==> src/rtl/trace_buffer.sv <==
`default_nettype none
//============================================================================
// Module   : trace_buffer
// Purpose  : Capture FIFO for a processor trace port. Every retired
//            instruction record is tagged with a running sequence number.
//            Records drain through a val/rdy stream. When the FIFO is full,
//            records are dropped, counted and flagged. The sequence number
//            still advances on a drop, so the consumer sees a gap.
// Ports    : clk, rst (async, active-high)
//            trace_val/trace_addr/trace_data - incoming trace records
//            clear                           - synchronous flush
//            drain_val/drain_rdy             - head-of-queue handshake
//            drain_seq/drain_addr/drain_data - head record fields
//            count                           - occupancy
//            overflow/drop_count             - drop reporting
// Revision : 1.0 - initial release
//============================================================================
module trace_buffer #(
    parameter int DEPTH = 8,
    parameter int SEQW  = 16
) (
    input  logic                     clk,
    input  logic                     rst,
    input  logic                     trace_val,
    input  logic [31:0]              trace_addr,
    input  logic [31:0]              trace_data,
    input  logic                     clear,
    output logic                     drain_val,
    input  logic                     drain_rdy,
    output logic [SEQW-1:0]          drain_seq,
    output logic [31:0]              drain_addr,
    output logic [31:0]              drain_data,
    output logic [$clog2(DEPTH):0]   count,
    output logic                     overflow,
    output logic [SEQW-1:0]          drop_count
);

    localparam int AW = $clog2(DEPTH);
    localparam int CW = AW + 1;

    // Storage is deliberately not reset.
    logic [SEQW-1:0] r_mem_seq  [DEPTH];
    logic [31:0]     r_mem_addr [DEPTH];
    logic [31:0]     r_mem_data [DEPTH];

    logic [AW-1:0]   r_wr_ptr;
    logic [AW-1:0]   r_rd_ptr;
    logic [CW-1:0]   r_count;
    logic [SEQW-1:0] r_seq;
    logic            r_overflow;
    logic [SEQW-1:0] r_drop_count;

    logic w_full;
    logic w_deq;
    logic w_enq;
    logic w_drop;

    // clear masks every event that cycle, including a dequeue.
    assign w_full = (r_count == CW'(DEPTH));
    assign w_deq  = (r_count != '0) && drain_rdy && !clear;
    // When full, a same-cycle dequeue frees the slot being written.
    assign w_enq  = trace_val && !clear && (!w_full || w_deq);
    assign w_drop = trace_val && !clear && w_full && !w_deq;

    always_ff @(posedge clk) begin
        if (w_enq) begin
            r_mem_seq[r_wr_ptr]  <= r_seq;
            r_mem_addr[r_wr_ptr] <= trace_addr;
            r_mem_data[r_wr_ptr] <= trace_data;
        end
    end

    always_ff @(posedge clk or posedge rst) begin
        if (rst) begin
            r_wr_ptr     <= '0;
            r_rd_ptr     <= '0;
            r_count      <= '0;
            r_seq        <= '0;
            r_overflow   <= 1'b0;
            r_drop_count <= '0;
        end else if (clear) begin
            r_wr_ptr     <= '0;
            r_rd_ptr     <= '0;
            r_count      <= '0;
            r_seq        <= '0;
            r_overflow   <= 1'b0;
            r_drop_count <= '0;
        end else begin
            // Sequence advances on stored and dropped records alike.
            if (trace_val) begin
                r_seq <= r_seq + SEQW'(1);
            end
            if (w_enq) begin
                r_wr_ptr <= r_wr_ptr + AW'(1);
            end
            if (w_deq) begin
                r_rd_ptr <= r_rd_ptr + AW'(1);
            end
            case ({w_enq, w_deq})
                2'b10:   r_count <= r_count + CW'(1);
                2'b01:   r_count <= r_count - CW'(1);
                default: r_count <= r_count;
            endcase
            if (w_drop) begin
                r_overflow <= 1'b1;
                if (r_drop_count != '1) begin
                    r_drop_count <= r_drop_count + SEQW'(1);
                end
            end
        end
    end

    // Head fields come straight from storage at the read pointer. When the
    // queue is empty they show the stale head-slot contents.
    assign drain_val  = (r_count != '0);
    assign drain_seq  = r_mem_seq[r_rd_ptr];
    assign drain_addr = r_mem_addr[r_rd_ptr];
    assign drain_data = r_mem_data[r_rd_ptr];
    assign count      = r_count;
    assign overflow   = r_overflow;
    assign drop_count = r_drop_count;

endmodule
`default_nettype wire

==> config.mk <==
export PLATFORM = sky130hd
export DESIGN_NAME = trace_buffer
export DESIGN_NICKNAME = d
export VERILOG_FILES = /design/src/rtl/trace_buffer.sv
export SDC_FILE = /design/constraint.sdc
export NUM_CORES = 1
export LEC_CHECK = 0
export BUFFER_PORTS_ARGS = -buffer_cell sky130_fd_sc_hd__buf_2
export CORE_MARGIN = 5
export CORE_UTILIZATION = 50
export CTS_CLUSTER_DIAMETER = 40
export DETAILED_ROUTE_END_ITERATION = 16
export PLACE_DENSITY = 0.73
export SLEW_MARGIN = 20
export SYNTH_ARGS = -nofsm -noshare
export SYNTH_HDL_FRONTEND = slang
export SYNTH_SLANG_ARGS = --single-unit
==> constraint.sdc <==
create_clock -name clk -period 8.3 [get_ports clk]
set_input_delay 1.66 -clock clk [delete_from_list [all_inputs] [get_ports clk]]
set_output_delay 1.66 -clock clk [all_outputs]
set_load 0.02 [all_outputs]
==> impl_metrics.py <==
metrics = {
    "status": {
        "outcome": "complete, no violations",
    },
    "clock_network": {
        "postCtsHoldBufs": 0,
        "clkLatencyLatePin_ps": 620,
        "clockBufferDepth": 3,
        "cts_sinks": 683,
        "htree_levels": 3,
        "cts_buffers": 85,
        "cts_tree": "done",
        "ctsResizeCount": 0,
        "clkSlewWorstSetupHoldPaths_ps": 50,
        "root_buffer": "clkbuf_16",
        "cts_setup_buffers": 0,
    },
    "routing": {
        "final_antenna_net_count": 0,
        "via_count": 12679,
        "drtIter0Drc": 936,
        "firstDrtPassIters": 5,
        "drc": 0,
        "drt_wl_total_um": 53000,
        "via_per_inst": 5.83,
        "routedWlPerCell_um": 24.4,
    },
    "logic_synthesis": {
        "synth_area_leaders": "edfxtp_1, mux4_2, dfrtp_1, mux2_2, nor2_1",
        "syn_inst": 1192,
        "synth-edff-count": 640,
        "synth_cell_type_count": 46,
        "synth_most_common_cell": "edfxtp_1",
        "yosysTopAreaCell": "edfxtp_1",
        "ys_seq_area_frac": 0.770,
        "syn_nets": 1267,
        "postSynthAreaPerCell_um2": 22.1,
        "ys_warn_count": 0,
        "yosys_register_bits": 683,
        "synthDominantCellAreaShare": 0.729,
        "synth_ff_type": "edfxtp_1",
        "synthArstFlopShare": 0.0630,
        "yosys-top-cells-count": "edfxtp_1, mux4_2, mux2_2",
        "mappedNetlistArea_um2": 26400,
    },
    "floorplanning": {
        "core_area_um2": 52400,
        "initial_utilization": 0.503,
        "die_area_um2": 57400,
        "rows": 84,
        "ios": 171,
        "die_w_um": 240,
        "die_h_um": 240,
    },
    "timing": {
        "timing.fmax_mhz": 197,
        "clock_skew_ps": 21.7,
        "min_period_ps": 5080,
        "slew-limit-headroom": 0.302,
        "setup_viol": 0,
        "tns_ps": 0,
        "worst_pin_slew_ps": 1050,
        "final_max_slew_viol_count": 0,
        "final_hold_viol_count": 0,
        "fin_crit_sh": 0.612,
        "rsz0062_at_grt": "no",
    },
    "setup_path": {
        "cp_slowest_cell": "dfrtp_4",
        "critPathMaxFanout": 62,
        "worstSetupStartpointType": "flop",
        "critPathCaptureType": "primary output",
        "required_ps": 6640,
        "path_cells": "buf_4 > mux4_2 > mux2_2 > buf_2",
        "max_stage_delay_ps": 1060,
        "path_class": "reg2out",
        "cp.arrival_ps": 3420,
        "reg2reg_depth": 5,
    },
    "grt": {
        "grt-ovfl-total": 0,
        "grt_pass1_vias": 13463,
        "grt_use_met3": 0.0409,
        "groute.usage.overall": 0.186,
        "grt-busiest-layer": "met2",
        "met2_usage": 0.309,
        "grt_pass1_wl_um": 81400,
        "grt_max_degree": 71,
        "antenna_found_initial": 4,
        "met1_usage": 0.253,
    },
    "placement": {
        "hpwl_um": 28100,
        "portBuffers": 170,
        "gp_congestion": 0.813,
        "dp.cells": 2008,
        "dpl_cell_area_um2": 28100,
    },
    "finish": {
        "utilization": 0.592,
        "fin_cells": 2175,
        "nFillCells": 3541,
        "area_growth_pct": 17.8,
        "register_area_um2": 20300,
        "stdcell_area_um2": 31100,
        "multi_input_area_um2": 5870,
        "drive_gt1_frac": 0.400,
        "nets": 1484,
    },
    "power_and_ir_drop": {
        "p_int_mw": 6.85,
        "seq_power_share": 0.425,
        "p_leak_nw": 10.3,
        "p_sw_mw": 2.37,
        "p_comb_frac": 0.172,
        "cellPowerDensity_nw_per_um2": 297,
        "switching_share": 0.257,
        "pwr-share-clk": 0.404,
        "ir_drop_v": 0.000302,
    },
    "min_path": {
        "holdPathStages": 2,
        "hold_class": "reg2reg",
    },
    "flow_run": {
        "maxCapViolCount": 0,
    },
}
==> final timing paths <==
kind	start	end	slack, ps
setup / recovery	r_rd_ptr[1]	drain_addr[17]	3220
hold / removal	overflow	overflow	510
setup reg to reg	count[1]	r_mem_seq[7][14]	4630
hold reg to reg	overflow	overflow	510
max in group asynchronous	rst	r_rd_ptr[0]	6670
min in group asynchronous	rst	drop_count[2]	1190
==> state kept, by name, indices dropped and copies added, names as in the netlist <==
signal / flops
count: 4
r_rd_ptr: 3
r_mem_addr: 256
r_seq: 16
drop_count: 16
r_mem_data: 256
r_wr_ptr: 3
r_mem_seq: 128
overflow: 1
==> per-stage QoR <==
stage / worst slack, ps / power (mW) / hold WS [ps]
floorplan: 1700 / 5.15 / 539
global placement: 3390 / 5.57 / 489
detailed placement: 3360 / 5.59 / 518
CTS: 3160 / 9.32 / 528
global route: 3080 / 9.59 / 556
finish: 3220 / 9.22 / 514
==> cells by family (layout without fill, tap and decap cells) <==
kind of cell | after synthesis | count (layout) | synth area share
adders and majority gates | 6 | 6 | 0.00285
and+or+nand+nor | 127 | 127 | 0.0261
buffers and inverters | 66 | 355 | 0.0106
xor gates and xnor gates | 17 | 17 | 0.00565
DFF | 683 | 683 | 0.770
AOI/OAI and AO/OA | 43 | 43 | 0.0103
muxes | 250 | 250 | 0.175
other | 0 | 6 | 0
==> metal layers <==
layer  part of all wire  wire length (µm)  vias to the layer above
met4              0.019               989                        4
met2               0.51             26900                      477
met5            0.00051                27                        -
li1                   -                 -                     5474
met1               0.40             21100                     6649
met3              0.075              3990                       75
==> worst max-delay path: cells and delay by family, from the launching register on <==
kind,cells,cell delay (ps)
DFF,1,1060
buffers and inverters,2,920
muxes,2,760
==> power groups by stage <==
stage / Sequential [mW] / Clock, mW / Combinational (mW)
finish: 3.91 / 3.72 / 1.58
global route: 3.92 / 3.96 / 1.71
CTS: 3.92 / 3.79 / 1.62
detailed placement: 3.98 / 0 / 1.61
global placement: 3.98 / 0 / 1.59
floorplan: 3.93 / 0 / 1.22
==> cell type report <==
type,instances,area share
Sequential cell,683,0.654
Multi-Input combinational cell,443,0.189
Clock buffer,88,0.0695
Timing Repair Buffer,189,0.0337
Tap cell,688,0.0277
Clock inverter,71,0.0251
Inverter,7,0.000846
Antenna cell,6,0.000483
==> layout by cell type (no fill, tap or decap), types with 10 or more instances in the layout <==
cell       netlist  routed
edfxtp_1       640     640
buf_2           12     170
mux4_2         160     160
clkbuf_16        0      86
mux2_2          84      84
dfrtp_1         43      40
nor2_1          40      34
a21oi_1         16      16
clkinv_1         0      14
buf_4            0      14
nand3_1         13      13
clkinv_4         0      13
nand4_1         12      12
inv_6            0      12
nand2_1         11      11
bufinv_16        0      10
clkinv_2         0      10
No activity file was read; power rests on OpenSTA's default activity.
